--- config.mk ---
export PLATFORM = sky130hd
export DESIGN_NAME = alu_cmd_sequencer
export DESIGN_NICKNAME = d
export VERILOG_FILES = /design/src/rtl/alu_cmd_sequencer.sv
export SDC_FILE = /design/constraint.sdc
export NUM_CORES = 1
export LEC_CHECK = 0
export ABC_AREA = 1
export BUFFER_PORTS_ARGS = -buffer_cell sky130_fd_sc_hd__buf_2
export CAP_MARGIN = 25
export CORE_UTILIZATION = 60
export CTS_CLUSTER_DIAMETER = 200
export CTS_CLUSTER_SIZE = 20
export DETAILED_ROUTE_END_ITERATION = 6
export PLACE_DENSITY = 0.83
export SETUP_SLACK_MARGIN = 0.02
export SKIP_CTS_REPAIR_TIMING = 1
export SYNTH_ARGS = -nofsm -noshare
export SYNTH_HDL_FRONTEND = slang
export SYNTH_SLANG_ARGS = --single-unit
--- constraint.sdc ---
create_clock -name clk -period 5 [get_ports clk]
set_input_delay 1 -clock clk [delete_from_list [all_inputs] [get_ports clk]]
set_output_delay 1 -clock clk [all_outputs]
set_load 0.03 [all_outputs]
--- src/rtl/alu_cmd_sequencer.sv ---
// alu_cmd_sequencer: steps through a small {opcode, immediate} program and
// hands each command to the queue-calculator ALU. It waits for the ALU's sync
// pulse before issuing the next command. It also tracks queue occupancy and
// refuses commands that would underflow or overflow the queue.
// Ports:
//   clk, rst                    clock, synchronous active-high reset
//   load_en/load_addr/load_data program write port (IDLE/DONE/ERR only)
//   start                       run the program from address 0
//   alu_sync, alu_result        ALU completion pulse and its result
//   alu_valid/alu_opcode/push_val  command issued to the ALU
//   busy, done, error           run status (error: 1 underflow, 2 overflow, 3 timeout)
//   last_result, occupancy      last arithmetic result, tracked queue fill
module alu_cmd_sequencer #(
  parameter int unsigned ADDR_W       = 4,
  parameter int unsigned QUEUE_DEPTH  = 8,
  parameter int unsigned SYNC_TIMEOUT = 15
) (
  input  logic                         clk,
  input  logic                         rst,
  input  logic                         load_en,
  input  logic [ADDR_W-1:0]            load_addr,
  input  logic [10:0]                  load_data,
  input  logic                         start,
  input  logic                         alu_sync,
  input  logic [7:0]                   alu_result,
  output logic                         alu_valid,
  output logic [2:0]                   alu_opcode,
  output logic [7:0]                   push_val,
  output logic                         busy,
  output logic                         done,
  output logic [1:0]                   error,
  output logic [7:0]                   last_result,
  output logic [$clog2(QUEUE_DEPTH):0] occupancy
);

  localparam int unsigned DEPTH  = 1 << ADDR_W;
  localparam int unsigned OCC_W  = $clog2(QUEUE_DEPTH) + 1;
  localparam int unsigned TMO_W  = $clog2(SYNC_TIMEOUT + 1);
  localparam int unsigned WORD_W = 11;

  localparam logic [2:0] PUSH_CODE = 3'd0;
  localparam logic [2:0] POP_CODE  = 3'd1;
  localparam logic [2:0] ADD_CODE  = 3'd2;
  localparam logic [2:0] REM_CODE  = 3'd6;
  localparam logic [2:0] HALT_CODE = 3'd7;

  localparam logic [1:0] ERR_UNDER = 2'd1;
  localparam logic [1:0] ERR_OVER  = 2'd2;
  localparam logic [1:0] ERR_TMO   = 2'd3;

  typedef enum logic [2:0] {
    S_IDLE, S_FETCH, S_ISSUE, S_WAIT, S_DONE, S_ERR
  } state_t;

  logic [WORD_W-1:0] mem [DEPTH];

  state_t            state, state_nxt;
  logic [ADDR_W-1:0] pc, pc_nxt;
  logic [2:0]        op_q, op_nxt;
  logic [TMO_W-1:0]  wait_cnt, wait_cnt_nxt;
  logic              valid_nxt, busy_nxt, done_nxt;
  logic [2:0]        opcode_nxt;
  logic [7:0]        push_nxt, result_nxt;
  logic [1:0]        error_nxt, op_err;
  logic [OCC_W-1:0]  occ_nxt;
  logic              mem_we;
  logic [WORD_W-1:0] rd_word;

  // Error code a command would raise at the given occupancy (0 = issuable).
  function automatic logic [1:0] cmd_err(input logic [2:0] op, input logic [OCC_W-1:0] occ);
    cmd_err = 2'd0;
    case (op)
      PUSH_CODE: if (occ >= OCC_W'(QUEUE_DEPTH)) cmd_err = ERR_OVER;
      POP_CODE:  if (occ < OCC_W'(1)) cmd_err = ERR_UNDER;
      HALT_CODE: cmd_err = 2'd0;
      default:   if (occ < OCC_W'(2)) cmd_err = ERR_UNDER;
    endcase
  endfunction

  // Program memory: no reset, writable only while the sequencer is parked.
  always_ff @(posedge clk) begin
    if (mem_we) mem[load_addr] <= load_data;
  end

  // State and output registers.
  always_ff @(posedge clk) begin
    if (rst) begin
      state       <= S_IDLE;
      pc          <= '0;
      op_q        <= '0;
      wait_cnt    <= '0;
      alu_valid   <= 1'b0;
      alu_opcode  <= '0;
      push_val    <= '0;
      busy        <= 1'b0;
      done        <= 1'b0;
      error       <= '0;
      last_result <= '0;
      occupancy   <= '0;
    end else begin
      state       <= state_nxt;
      pc          <= pc_nxt;
      op_q        <= op_nxt;
      wait_cnt    <= wait_cnt_nxt;
      alu_valid   <= valid_nxt;
      alu_opcode  <= opcode_nxt;
      push_val    <= push_nxt;
      busy        <= busy_nxt;
      done        <= done_nxt;
      error       <= error_nxt;
      last_result <= result_nxt;
      occupancy   <= occ_nxt;
    end
  end

  // Next-state and next-output logic.
  always_comb begin
    state_nxt    = state;
    pc_nxt       = pc;
    op_nxt       = op_q;
    wait_cnt_nxt = wait_cnt;
    valid_nxt    = 1'b0;
    opcode_nxt   = alu_opcode;
    push_nxt     = '0;
    done_nxt     = done;
    error_nxt    = error;
    result_nxt   = last_result;
    occ_nxt      = occupancy;
    mem_we       = 1'b0;
    rd_word      = mem[pc];
    op_err       = cmd_err(op_q, occupancy);

    case (state)
      S_IDLE, S_DONE, S_ERR: begin
        mem_we = load_en;
        if (start) begin
          pc_nxt    = '0;
          done_nxt  = 1'b0;
          error_nxt = '0;
          state_nxt = S_FETCH;
        end
      end
      S_FETCH: begin
        // The memory read lands on this edge; the command registers are
        // loaded from it directly so alu_valid is high during ISSUE.
        op_nxt    = rd_word[10:8];
        state_nxt = S_ISSUE;
        if (rd_word[10:8] != HALT_CODE && cmd_err(rd_word[10:8], occupancy) == 2'd0) begin
          valid_nxt  = 1'b1;
          opcode_nxt = rd_word[10:8];
          push_nxt   = (rd_word[10:8] == PUSH_CODE) ? rd_word[7:0] : 8'd0;
        end
      end
      S_ISSUE: begin
        wait_cnt_nxt = '0;
        if (op_q == HALT_CODE) begin
          done_nxt  = 1'b1;
          state_nxt = S_DONE;
        end else if (op_err != 2'd0) begin
          error_nxt = op_err;
          state_nxt = S_ERR;
        end else begin
          state_nxt = S_WAIT;
          if (op_q == PUSH_CODE) occ_nxt = occupancy + OCC_W'(1);
          else                   occ_nxt = occupancy - OCC_W'(1);
        end
      end
      S_WAIT: begin
        if (alu_sync) begin
          if (op_q >= ADD_CODE && op_q <= REM_CODE) result_nxt = alu_result;
          if (pc == ADDR_W'(DEPTH - 1)) begin
            done_nxt  = 1'b1;
            state_nxt = S_DONE;
          end else begin
            pc_nxt    = pc + ADDR_W'(1);
            state_nxt = S_FETCH;
          end
        end else if (wait_cnt == TMO_W'(SYNC_TIMEOUT - 1)) begin
          error_nxt = ERR_TMO;
          state_nxt = S_ERR;
        end else begin
          wait_cnt_nxt = wait_cnt + TMO_W'(1);
        end
      end
      default: state_nxt = S_IDLE;
    endcase

    busy_nxt = (state_nxt == S_FETCH) || (state_nxt == S_ISSUE) || (state_nxt == S_WAIT);
  end

endmodule

==> qor.tcl <==
set qor(outcome) {finished with violations}
set qor(failed_checks) {design-rule violations}
set qor(placed_cells) 1024
set qor(crit_arrival_ps) 3550
set qor(final.period_utilization) 0.628
set qor(synth.cell_area_um2) 9080
set qor(finish.net_count) 893
set qor(power.static_leakage_uw) 0.00372
set qor(synth-seq-area-share) 0.684
set qor(worst-path-max-fanout) 24
set qor(setup-tns-final_ps) 0
set qor(cts_buffers) 15
set qor(grtUsageTotal) 0.275
set qor(logic_depth_of_the_worst_register_to_register_path) 10
set qor(finalCoreUtilization) 0.674
set qor(slew_headroom) 0.325
set qor(clk_pin_slew_ps) 80
set qor(worstSetupStartpointType) {flip-flop}
set qor(core_rows) 44
set qor(yosys.area.top_type_share) 0.582
set qor(portBuffers) 55
set qor(grt_overflow) 0
set qor(clock_skew_ps) 24.5
set qor(finalInstanceArea_um2) 9870
set qor(max_freq_mhz) 318
set qor(area.growth.synth_to_final_pct) 8.68
set qor(finalMaxSlewViolations) 0
set qor(m1WireLength_um) 8170
set qor(worst_hold_path.num_cells) 2
set qor(start_util) 0.620
set qor(setup_violations) 0
set qor(detailedPlacementHpwl_um) 13400
set qor(post_dp_cell_area_um2) 9410
set qor(dr_wl_met3_um) 1590
set qor(drtPass1Iterations) 7
set qor(post-route-min-period_ps) 3140
set qor(floorplan.die_area_um2) 15600
set qor(crit_required_ps) 5410
set qor(r2r_setup_slack_ps) 1860
set qor(hold_path_startpoint) {done}
set qor(clock_sinks) 222
set qor(worst_setup_path_end_kind) {flip-flop}
set qor(boundaryPins) 56
set qor(drt_wl_total_um) 21400
set qor(drt_first_iter_violations) 736
set qor(tritoncts) {done}
set qor(hold_path_class) {flip-flop to flip-flop}
set qor(die_x_um) 125
set qor(floorplan.core_area_um2) 14600
set qor(total_power_uw) 4490
set qor(vdd.ir_drop.worst_mv) 0.552
set qor(grt_pass1_vias) 6196
set qor(cts_max_path_buffers) 3
set qor(grt_setup_unrepaired) {no}
set qor(die_height_um) 125
set qor(ys_warn_count) 0
set qor(power_density_nw_per_um2) 455
set qor(whs_endpoint) {done}
set qor(rr_endpoint) {push_val[4]}
set qor(grt_pass1_wl_um) 32700
set qor(synth.top_cells.by_area) {edfxtp_1 58%, dfxtp_1 10%, nor2_1 5.6%, o21ai_0 4.6%, nand2_1 4.1%}
set qor(yosysTopAreaCell) {edfxtp_1}
set qor(globalplace.congestion) 0.866
set qor(post_synth.cell_area_avg_um2) 11.1
set qor(routed_via_density) 6.08
set qor(max_cap_violations) 0
set qor(antenna_found_initial) 0
set qor(yosys_reg_bits) 222
set qor(synth_cell_types) 35
set qor(final-instance-count-excl-fill) 1053
set qor(route.antenna.remaining_nets) 0
set qor(antennaDiodeCount) 0
set qor(cts_htree_levels) 1
set qor(cts_root_cell) {clkbuf_16}
set qor(timing.setup.critical_path_class) {flip-flop to flip-flop}
set qor(drt_drc_violations_left) 10
set qor(wire_per_inst_um) 20.3
set qor(layout-drive-gt1-share) 0.113
set qor(met2_length_um) 10400
set qor(pin_count_of_the_biggest_net_entering_global_routing) 89
set qor(num_vias) 6397
set qor(insertion_delay_ps) 490
set qor(hold_violations) 0
set qor(synth.net_count) 852
set qor(timing_worst_slew_pin_value_ps) 1010
set qor(maxUsedRoutingLayer) {met4}
set qor(post_synth_inst_count) 819
-- sequential cells by signal, indices dropped and copies added (netlist names), named ones only --
name         flops
push_val         8
alu_opcode       3
state            3
alu_valid        1
error            2
occupancy        4
mem            176
pc               4
busy             1
done             1
last_result      8
op_q             3
wait_cnt         4
-- layer usage --
metal	vias to the layer above	global-route usage
met5	-	0
met4	0	0.151
li1	2931	-
met1	3013	0.349
met2	358	0.469
met3	95	0.0291
-- where the power goes --
part | total, uW | switching [uW] | leakage [uW] | internal [uW]
logic | 1110 | 797 | 0.00155 | 315
registers | 2190 | 102 | 0.00196 | 2090
clock network | 1180 | 602 | 0.000210 | 579
total | 4490 | 1500 | 0.00372 | 2980
-- logic make-up (layout without fill, tap and decap cells) --
group                      count (synthesis)  count (layout)  share of synthesized area
adders and majority gates                  5               5                    0.00689
and+or+nand+nor                          322             322                      0.153
xor gates and xnor gates                   1               1                   0.000965
AOI/OAI and AO/OA                        154             154                      0.100
buffers and inverters                    115             165                     0.0553
DFF                                      222             222                      0.684
-- cell usage in the layout (no fill, tap or decap), drive strengths merged, types with 2 or more instances in the layout --
cell type | Yosys | final
edfxtp | 176 | 176
nor2 | 139 | 139
nand2 | 108 | 108
o21ai | 85 | 85
inv | 78 | 80
buf | 18 | 61
nand3 | 57 | 57
dfxtp | 46 | 46
clkbuf | 19 | 24
o221ai | 22 | 22
a21oi | 19 | 19
o211ai | 14 | 14
o22ai | 10 | 10
nor3 | 8 | 8
ha | 5 | 5
a31oi | 3 | 3
nand4 | 3 | 3
nor4 | 2 | 2
nor3b | 2 | 2
or2 | 2 | 2
-- layout make-up --
class | count | area [um2]
inverters | 78 | 300
clock inverters | 2 | 28.8
fillers | 1076 | 4780
repair buffers | 61 | 320
clock buffers | 24 | 409
well taps | 184 | 230
multi-input cells | 482 | 2370
flip-flops and latches | 222 | 6210
-- synth_stat cells (all sizes together) --
cell	number
o211ai	14
nor4	2
xnor2	1
o22ai	10
dfxtp	46
o221ai	22
and3	1
buf	18
nor3	8
edfxtp	176
nor2	139
o21ai	85
or2	2
nand3	57
a221oi	1
ha	5
a31oi	3
nand4	3
nand2	108
nor3b	2
clkbuf	19
inv	78
a21oi	19
-- metrics by stage --
stage	worst slack, ps	hold slack, ps
CTS	1950	475
floorplan	2760	448
global route	1690	496
global placement	2110	440
finish	1860	467
detailed placement	2030	462
-- worst max path at each step --
stage                         start     endpoint  slack, ps  cells after the start
after global routing      flip-flop  push_val[4]       1690                     10
after floorplan             load_en    mem[0][0]       2760                      4
after CTS                 flip-flop  push_val[4]       1950                     10
after global placement    flip-flop  push_val[7]       2110                     10
final                     flip-flop  push_val[4]       1860                     10
after detailed placement  flip-flop  push_val[6]       2030                     10
-- worst max-delay path, stage by stage (launching register included) --
cell,delay [ps]
dfxtp_1,970
inv_1,720
nand3_1,290
nand3_1,120
nand2_2,150
nor2_1,80
nand2_1,90
nand2_1,90
nor2_4,140
nand4_4,190
nor2_1,200
Power figures use the tool's default switching activity.
